--- src/rtl/clk_enable_multi.sv ---
// Multi-channel programmable clock-enable generator: per-channel divider, mode
// (off / periodic / one-shot), single-cycle strobe and toggling square output.
module clk_enable_multi #(
  parameter int NUM_CH      = 4,
  parameter int CNT_W       = 32,
  parameter int DEFAULT_DIV = 5,
  parameter int CH_W        = (NUM_CH > 1) ? $clog2(NUM_CH) : 1
) (
  input  logic              clock_5,
  input  logic              reset,
  input  logic              cfg_we,
  input  logic [CH_W-1:0]   cfg_ch,
  input  logic [CNT_W-1:0]  cfg_div,
  input  logic [1:0]        cfg_mode,
  input  logic [NUM_CH-1:0] start,
  input  logic              sync_restart,
  output logic [NUM_CH-1:0] enable_out,
  output logic [NUM_CH-1:0] square_out,
  output logic [NUM_CH-1:0] busy
);

  typedef enum logic [1:0] {
    MODE_OFF      = 2'b00,
    MODE_PERIODIC = 2'b01,
    MODE_ONESHOT  = 2'b10,
    MODE_RSVD     = 2'b11
  } mode_t;

  logic [CNT_W-1:0] div_q   [NUM_CH];
  mode_t            mode_q  [NUM_CH];
  logic [CNT_W-1:0] count_q [NUM_CH];

  always_ff @(posedge clock_5) begin
    for (int i = 0; i < NUM_CH; i++) begin
      if (!reset) begin
        div_q[i]      <= CNT_W'(DEFAULT_DIV);
        mode_q[i]     <= MODE_PERIODIC;
        count_q[i]    <= '0;
        enable_out[i] <= 1'b0;
        square_out[i] <= 1'b0;
        busy[i]       <= 1'b0;
      end else if (cfg_we && (int'(cfg_ch) == i)) begin
        // Out-of-range channel numbers never match any i, so those writes drop.
        div_q[i]      <= cfg_div;
        mode_q[i]     <= mode_t'(cfg_mode);
        count_q[i]    <= '0;
        enable_out[i] <= 1'b0;
        busy[i]       <= 1'b0;
      end else if (sync_restart) begin
        count_q[i]    <= '0;
        enable_out[i] <= 1'b0;
      end else begin
        case (mode_q[i])
          MODE_PERIODIC: begin
            if (count_q[i] == div_q[i]) begin
              enable_out[i] <= 1'b1;
              count_q[i]    <= '0;
              square_out[i] <= ~square_out[i];
            end else begin
              enable_out[i] <= 1'b0;
              count_q[i]    <= count_q[i] + 1'b1;
            end
          end
          MODE_ONESHOT: begin
            if (!busy[i]) begin
              enable_out[i] <= 1'b0;
              count_q[i]    <= '0;
              busy[i]       <= start[i];
            end else if (count_q[i] == div_q[i]) begin
              // Terminal cycle: start is deliberately not looked at here.
              enable_out[i] <= 1'b1;
              count_q[i]    <= '0;
              square_out[i] <= ~square_out[i];
              busy[i]       <= 1'b0;
            end else begin
              enable_out[i] <= 1'b0;
              count_q[i]    <= count_q[i] + 1'b1;
            end
          end
          default: begin
            enable_out[i] <= 1'b0;
            count_q[i]    <= '0;
            busy[i]       <= 1'b0;
          end
        endcase
      end
    end
  end

endmodule

--- config.mk ---
export PLATFORM = sky130hd
export DESIGN_NAME = clk_enable_multi
export DESIGN_NICKNAME = d
export VERILOG_FILES = /design/src/rtl/clk_enable_multi.sv
export SDC_FILE = /design/constraint.sdc
export NUM_CORES = 1
export LEC_CHECK = 0
export CAP_MARGIN = 20
export CORE_MARGIN = 5
export CORE_UTILIZATION = 60
export CTS_CLUSTER_SIZE = 28
export DETAILED_ROUTE_END_ITERATION = 10
export PLACE_DENSITY = 0.79
export RECOVER_POWER = 50
export SLEW_MARGIN = 40
export SYNTH_ARGS = -nofsm -noshare
export SYNTH_HDL_FRONTEND = slang
export SYNTH_SLANG_ARGS = --single-unit
--- constraint.sdc ---
create_clock -name clock_5 -period 6.8 [get_ports clock_5]
set_input_delay 2.04 -clock clock_5 [delete_from_list [all_inputs] [get_ports clock_5]]
set_output_delay 2.04 -clock clock_5 [all_outputs]
set_load 0.05 [all_outputs]
==> flow_summary.yaml, run 1 <==
outcome:
  status: "complete, but fails checks"
  violations: "capacitance limit, slew limit"
final_layout:
  multi_input_area_sq_um: 5630
  utilization: 0.686
  layout.nets: 1319
  n_fill_cell: 1614
  mostFrequentLayoutCells: "edfxtp_1 (264), xor2_1 (192), nor2_1 (149)"
  seq_area_sq_um: 8170
  final_common_cell: "edfxtp_1"
  final-instance-count-excl-fill: 1605
  antenna_cells: 0
  syn_to_final_growth_pct: 13.1
  drive_gt1_frac: 0.0552
floorplan:
  die_area_sq_um: 26800
  die_w_um: 164
  start_util: 0.607
  io_pins: 56
  dieHeight_um: 164
  core_area_sq_um: 23300
  rows: 56
yosys:
  yosysTopAreaCell: "edfxtp_1"
  synth_flop_cell: "edfxtp_1"
  synth-async-reset-ratio: 0
  yosysSeqAreaShare: 0.577
  synth-seq-cells: 276
  synth_cells: 1220
  synth_top_area_frac: 0.560
  synth_warnings: 0
  ys_types: 47
  synth_edf_count: 264
  yosys-top-cells-area: "edfxtp_1 (56%), xor2_1 (12%), and3_1 (4.9%), nor2_1 (4.0%), xnor2_1 (3.3%)"
  synth_nets: 1276
  synth_area_sq_um: 14200
  syn_avg_cell_area_sq_um: 11.6
global_route:
  overflow: 0
  antenna_found_initial: 3
  grt_max_degree: 61
  grt_use_total: 0.241
  grt_pass1_vias: 9030
  grt_pass1_wl_um: 49600
hold_path:
  hp-class: "reg2reg"
worst_setup_path:
  cp.buffers_inverters: 2
  crit_fanout: 35
  cp-start-kind: "input pin"
  required_ns: 6.95
  critPathSlowestCell: "clkbuf_1"
  crit_chain: "dlygate4sd3_1 -> and3b_1 -> nand2b_1 -> clkbuf_1"
  end_kind: "register"
  criticalPathCategory: "in2reg"
  critPathArrivalTime_ns: 5.10
  path_delay_family: "buffers and inverters"
  cp_slowest_stage_delay_ns: 1.15
sta:
  slew_violations: 184
  slew_headroom: -0.248
  fin_crit_ns: 4.95
  skew_ns: 0.0192
  hold_slack_ns: 0.494
  period_share: 0.729
  setup_viol: 0
  fmax_mhz: 202
  fin_ws_ns: 1.85
  hold_viol_final: 0
  grt_setup_unrepaired: "false"
  fin_setup_tns_ns: 0
  tightest_slew_ns: 1.87
clocking:
  numCtsBuffers: 29
  htree_levels: 1
  hold_buffers: 0
  cts_resized: 0
  clockRootBuffer: "clkbuf_16"
  cts.clk_slew.worst_paths_ns: 0.06
  cts_buffer_depth: 3
  clock_sinks: 276
  clock_latency_ns: 0.55
  cts_tree: "done"
  cts_setup_buffers: 0
routing:
  wire_per_inst_um: 20.1
  drc: 0
  drt-total-wl_um: 32300
  ant_nets: 0
  first_iter_violations: 954
  vias: 9471
  via_per_inst: 5.90
  first_pass_iters: 5
power:
  powerDensity_nw_per_um2: 254
  leakage_nw: 6.04
  ir_drop_mv: 0.222
placement:
  gp_congestion: 0.866
  place_inst: 1551
  port_buffers: 55
  place_hpwl_um: 21600
  pre_cts_ws_ns: 2.25
job:
  max_cap_violations: 6
sequential cells by signal, indices dropped and copies added (netlist names):
signal and count:
square_out 4, count_q 128, enable_out 4, div_q 128, mode_q 8, busy 4
area by class of cell:
cell class,instances,share of cell area
sequential,276,0.510
inverter,27,0.00633
clock buffer,37,0.0497
multi-input combinational,857,0.352
tap,319,0.0249
timing repair buffer,72,0.0406
clock inverter,17,0.0162
cells in the mapped netlist, types with 17 or more instances:
cell / instances
edfxtp_1: 264
xor2_1: 192
nor2_1: 149
and3_1: 110
xnor2_1: 53
nand3_1: 47
nor4_1: 46
and2_1: 38
nand2_1: 38
nand4_1: 38
clkbuf_1: 37
inv_1: 27
nor3_1: 22
and4_1: 20
buf_2: 20
nand2b_1: 17
routing by layer:
metal,vias to the layer above,track usage,routed length (um)
met2,342,0.382,15100
met3,85,0.0351,2200
met5,-,0,42
li1,4475,-,-
met1,4563,0.336,13600
met4,6,0.100,1370
report_power, final:
part / switching [W] / internal (W)
clock: 0.000650 / 0.00109
sequential: 0.0000937 / 0.00197
combinational: 0.000156 / 0.000109
total: 0.000900 / 0.00316
metrics by stage:
stage,total power [W],area [sq um]
floorplan,0.00223,14200
global route,0.00419,16000
global placement,0.00235,15000
detailed placement,0.00236,15000
finish,0.00406,16000
CTS,0.00408,16000
path summary, 6_finish.rpt:
path,cells past startpoint,to,slack [ns],startpoint
hold reg to reg,2,square_out[0]$_SDFFE_PN0P_,0.49,square_out[0]$_SDFFE_PN0P_
setup reg to reg,6,count_q[3][29]$_SDFFCE_PP0P_,3.69,count_q[3][25]$_SDFFCE_PP0P_
hold / removal,2,square_out[0]$_SDFFE_PN0P_,0.49,square_out[0]$_SDFFE_PN0P_
setup / recovery,4,div_q[1][3]$_SDFFCE_PN0P_,1.85,cfg_ch[1]
logic make-up (layout without fill, tap and decap cells):
| logic type | Yosys count | after routing | share of synthesized area |
|---|---|---|---|
| simple gates | 560 | 560 | 0.217 |
| flops | 276 | 276 | 0.577 |
| xor+xnor | 245 | 245 | 0.152 |
| buf+inv | 87 | 153 | 0.0259 |
| compound gates | 36 | 36 | 0.0154 |
| fa+ha+maj | 12 | 12 | 0.0106 |
| mux | 4 | 4 | 0.00283 |
worst min-delay path: stages (launching register included):
cell     delay [ns]
dfxtp_1        0.33
nand2_1        0.06
mux2i_1        0.05
No activity file was read; power rests on OpenSTA's default activity.
==> run 2, diff against run 1 <==
Settings changed: CORE_UTILIZATION 60 to 55, PLACE_DENSITY 0.79 to 0.76.
Clock period 6.8 ns to 4.15 ns, I/O delays scaled along.
==> run 2 against run 1 <==
The flow still finishes with violations (capacitance limit, slew limit). Register-to-register slack got worse by 2.8 ns. Critical path depth up 1. Largest cell class unchanged. Highest routed layer is now met4. Worst setup slack worse by 1.1 ns.
==> flow_summary.yaml, run 2 (synthesis gave the netlist of run 1 again) <==
floorplan:
  dieHeight_um: 170
  core_area_sq_um: 25300
  die_w_um: 170
  die_area_sq_um: 29000
  start_util: 0.560
  io_pins: 56
  rows: 58
sta:
  fin_setup_tns_ns: 0
  grt_setup_unrepaired: "false"
  hold_slack_ns: 0.507
  hold_viol_final: 0
  period_share: 0.822
  slew_headroom: -0.0349
  fin_crit_ns: 3.41
  tightest_slew_ns: 1.55
  fmax_mhz: 293
  fin_ws_ns: 0.738
  slew_violations: 109
  skew_ns: 0.0288
  setup_viol: 0
clocking:
  clockRootBuffer: "clkbuf_16"
  cts_tree: "done"
  clock_sinks: 276
  cts_setup_buffers: 0
  cts_buffer_depth: 3
  cts.clk_slew.worst_paths_ns: 0.06
  htree_levels: 1
  hold_buffers: 0
  numCtsBuffers: 30
  cts_resized: 0
  clock_latency_ns: 0.57
placement:
  pre_cts_ws_ns: 0.783
  gp_congestion: 0.853
  place_inst: 1569
  place_hpwl_um: 22400
  port_buffers: 55
routing:
  ant_nets: 0
  first_iter_violations: 841
  vias: 9610
  drt-total-wl_um: 33000
  drc: 0
  wire_per_inst_um: 20.3
  via_per_inst: 5.91
  first_pass_iters: 7
final_layout:
  syn_to_final_growth_pct: 12.7
  final-instance-count-excl-fill: 1626
  layout.nets: 1327
  final_common_cell: "edfxtp_1"
  drive_gt1_frac: 0.0549
  mostFrequentLayoutCells: "edfxtp_1 (264), xor2_1 (192), nor2_1 (149)"
  reg_top3: "count_q x128, div_q x128, mode_q x8"
power:
  p_seq_frac: 0.532
  ir_drop_mv: 0.413
  switching_share: 0.233
  powerDensity_nw_per_um2: 398
  finalPower_w: 0.00635
  clkPwrFrac: 0.398
  leakage_nw: 6.01
  internal-power_w: 0.00487
  power_switching_w: 0.00148
  p_comb_frac: 0.070
worst_setup_path:
  crit_chain: "dlygate4sd3_1 -> and3_1 -> clkbuf_1 -> nand2b_1 -> buf_4"
  end_kind: "register"
  critPathSlowestCell: "clkbuf_1"
  criticalPathCategory: "in2reg"
  cp_slowest_stage_delay_ns: 0.81
  required_ns: 4.43
  critPathArrivalTime_ns: 3.69
  cp-start-kind: "input pin"
  crit_fanout: 34
outcome:
  violations: "capacitance limit, slew limit"
  status: "complete, but fails checks"
global_route:
  grt_use_total: 0.224
  grt_pass1_wl_um: 50800
  overflow: 0
  grt_max_degree: 109
  antenna_found_initial: 2
  grt_pass1_vias: 9189
job:
  max_cap_violations: 2
hold_path:
  hp-class: "reg2reg"
[run 2: changes by cell type in the layout (fill, tap and decap cells not counted), moves of 2 or more]
cell | previous run | this run
and2_0 | 11 | 3
and2_1 | 27 | 35
buf_4 | 11 | 14
bufinv_16 | 7 | 1
clkbuf_1 | 11 | 19
clkbuf_2 | 0 | 3
clkinv_1 | 4 | 2
diode_2 | 0 | 2
[run 2: cell type report]
cell class | count | area (sq um)
Fill cell | 1951 | 9310
Timing Repair Buffer | 79 | 707
Clock buffer | 46 | 851
Antenna cell | 2 | 5.00
Tap cell | 330 | 413
Sequential cell | 276 | 8170
Clock inverter | 9 | 78.8
Multi-Input combinational cell | 857 | 5630
Inverter | 27 | 101
[run 2: critical path, delay by kind of cell]
family        cells  cell delay, ns
buf+inv           3            1.67
simple gates      2            0.77
[run 2: final timing paths]
path,start,slack [ns],depth (start not counted),end
max,cfg_we,0.74,5,div_q[3][4]$_SDFFCE_PN0P_
min,square_out[0]$_SDFFE_PN0P_,0.51,2,square_out[0]$_SDFFE_PN0P_
max reg2reg,count_q[3][7]$_SDFFCE_PP0P_,0.92,6,count_q[3][13]$_SDFFCE_PP0P_
min reg2reg,square_out[0]$_SDFFE_PN0P_,0.51,2,square_out[0]$_SDFFE_PN0P_
[run 2: power groups by stage]
stage          Sequential [W]  Clock, W  Combinational [W]
2_1_floorplan         0.00338         0           0.000279
3_3_place_gp          0.00343         0           0.000426
3_5_place_dp          0.00343         0           0.000438
4_1_cts               0.00338   0.00255           0.000441
5_1_grt               0.00339   0.00269           0.000479
6_report              0.00338   0.00253           0.000442
[run 2: stage by stage]
stage / area, sq um / utilization
after floorplan: 14200 / -
after global placement: 15100 / 0.596
after detailed placement: 15100 / 0.596
after CTS: 16000 / 0.633
after global routing: 15900 / 0.631
final: 15900 / 0.632
[run 2: per-layer routing]
layer  track usage  vias up  share of wire
li1              -     4503              -
met1         0.304     4660           0.41
met2         0.363      375           0.48
met3        0.0407       72          0.074
met4        0.0830        0          0.035
met5             0        -              0
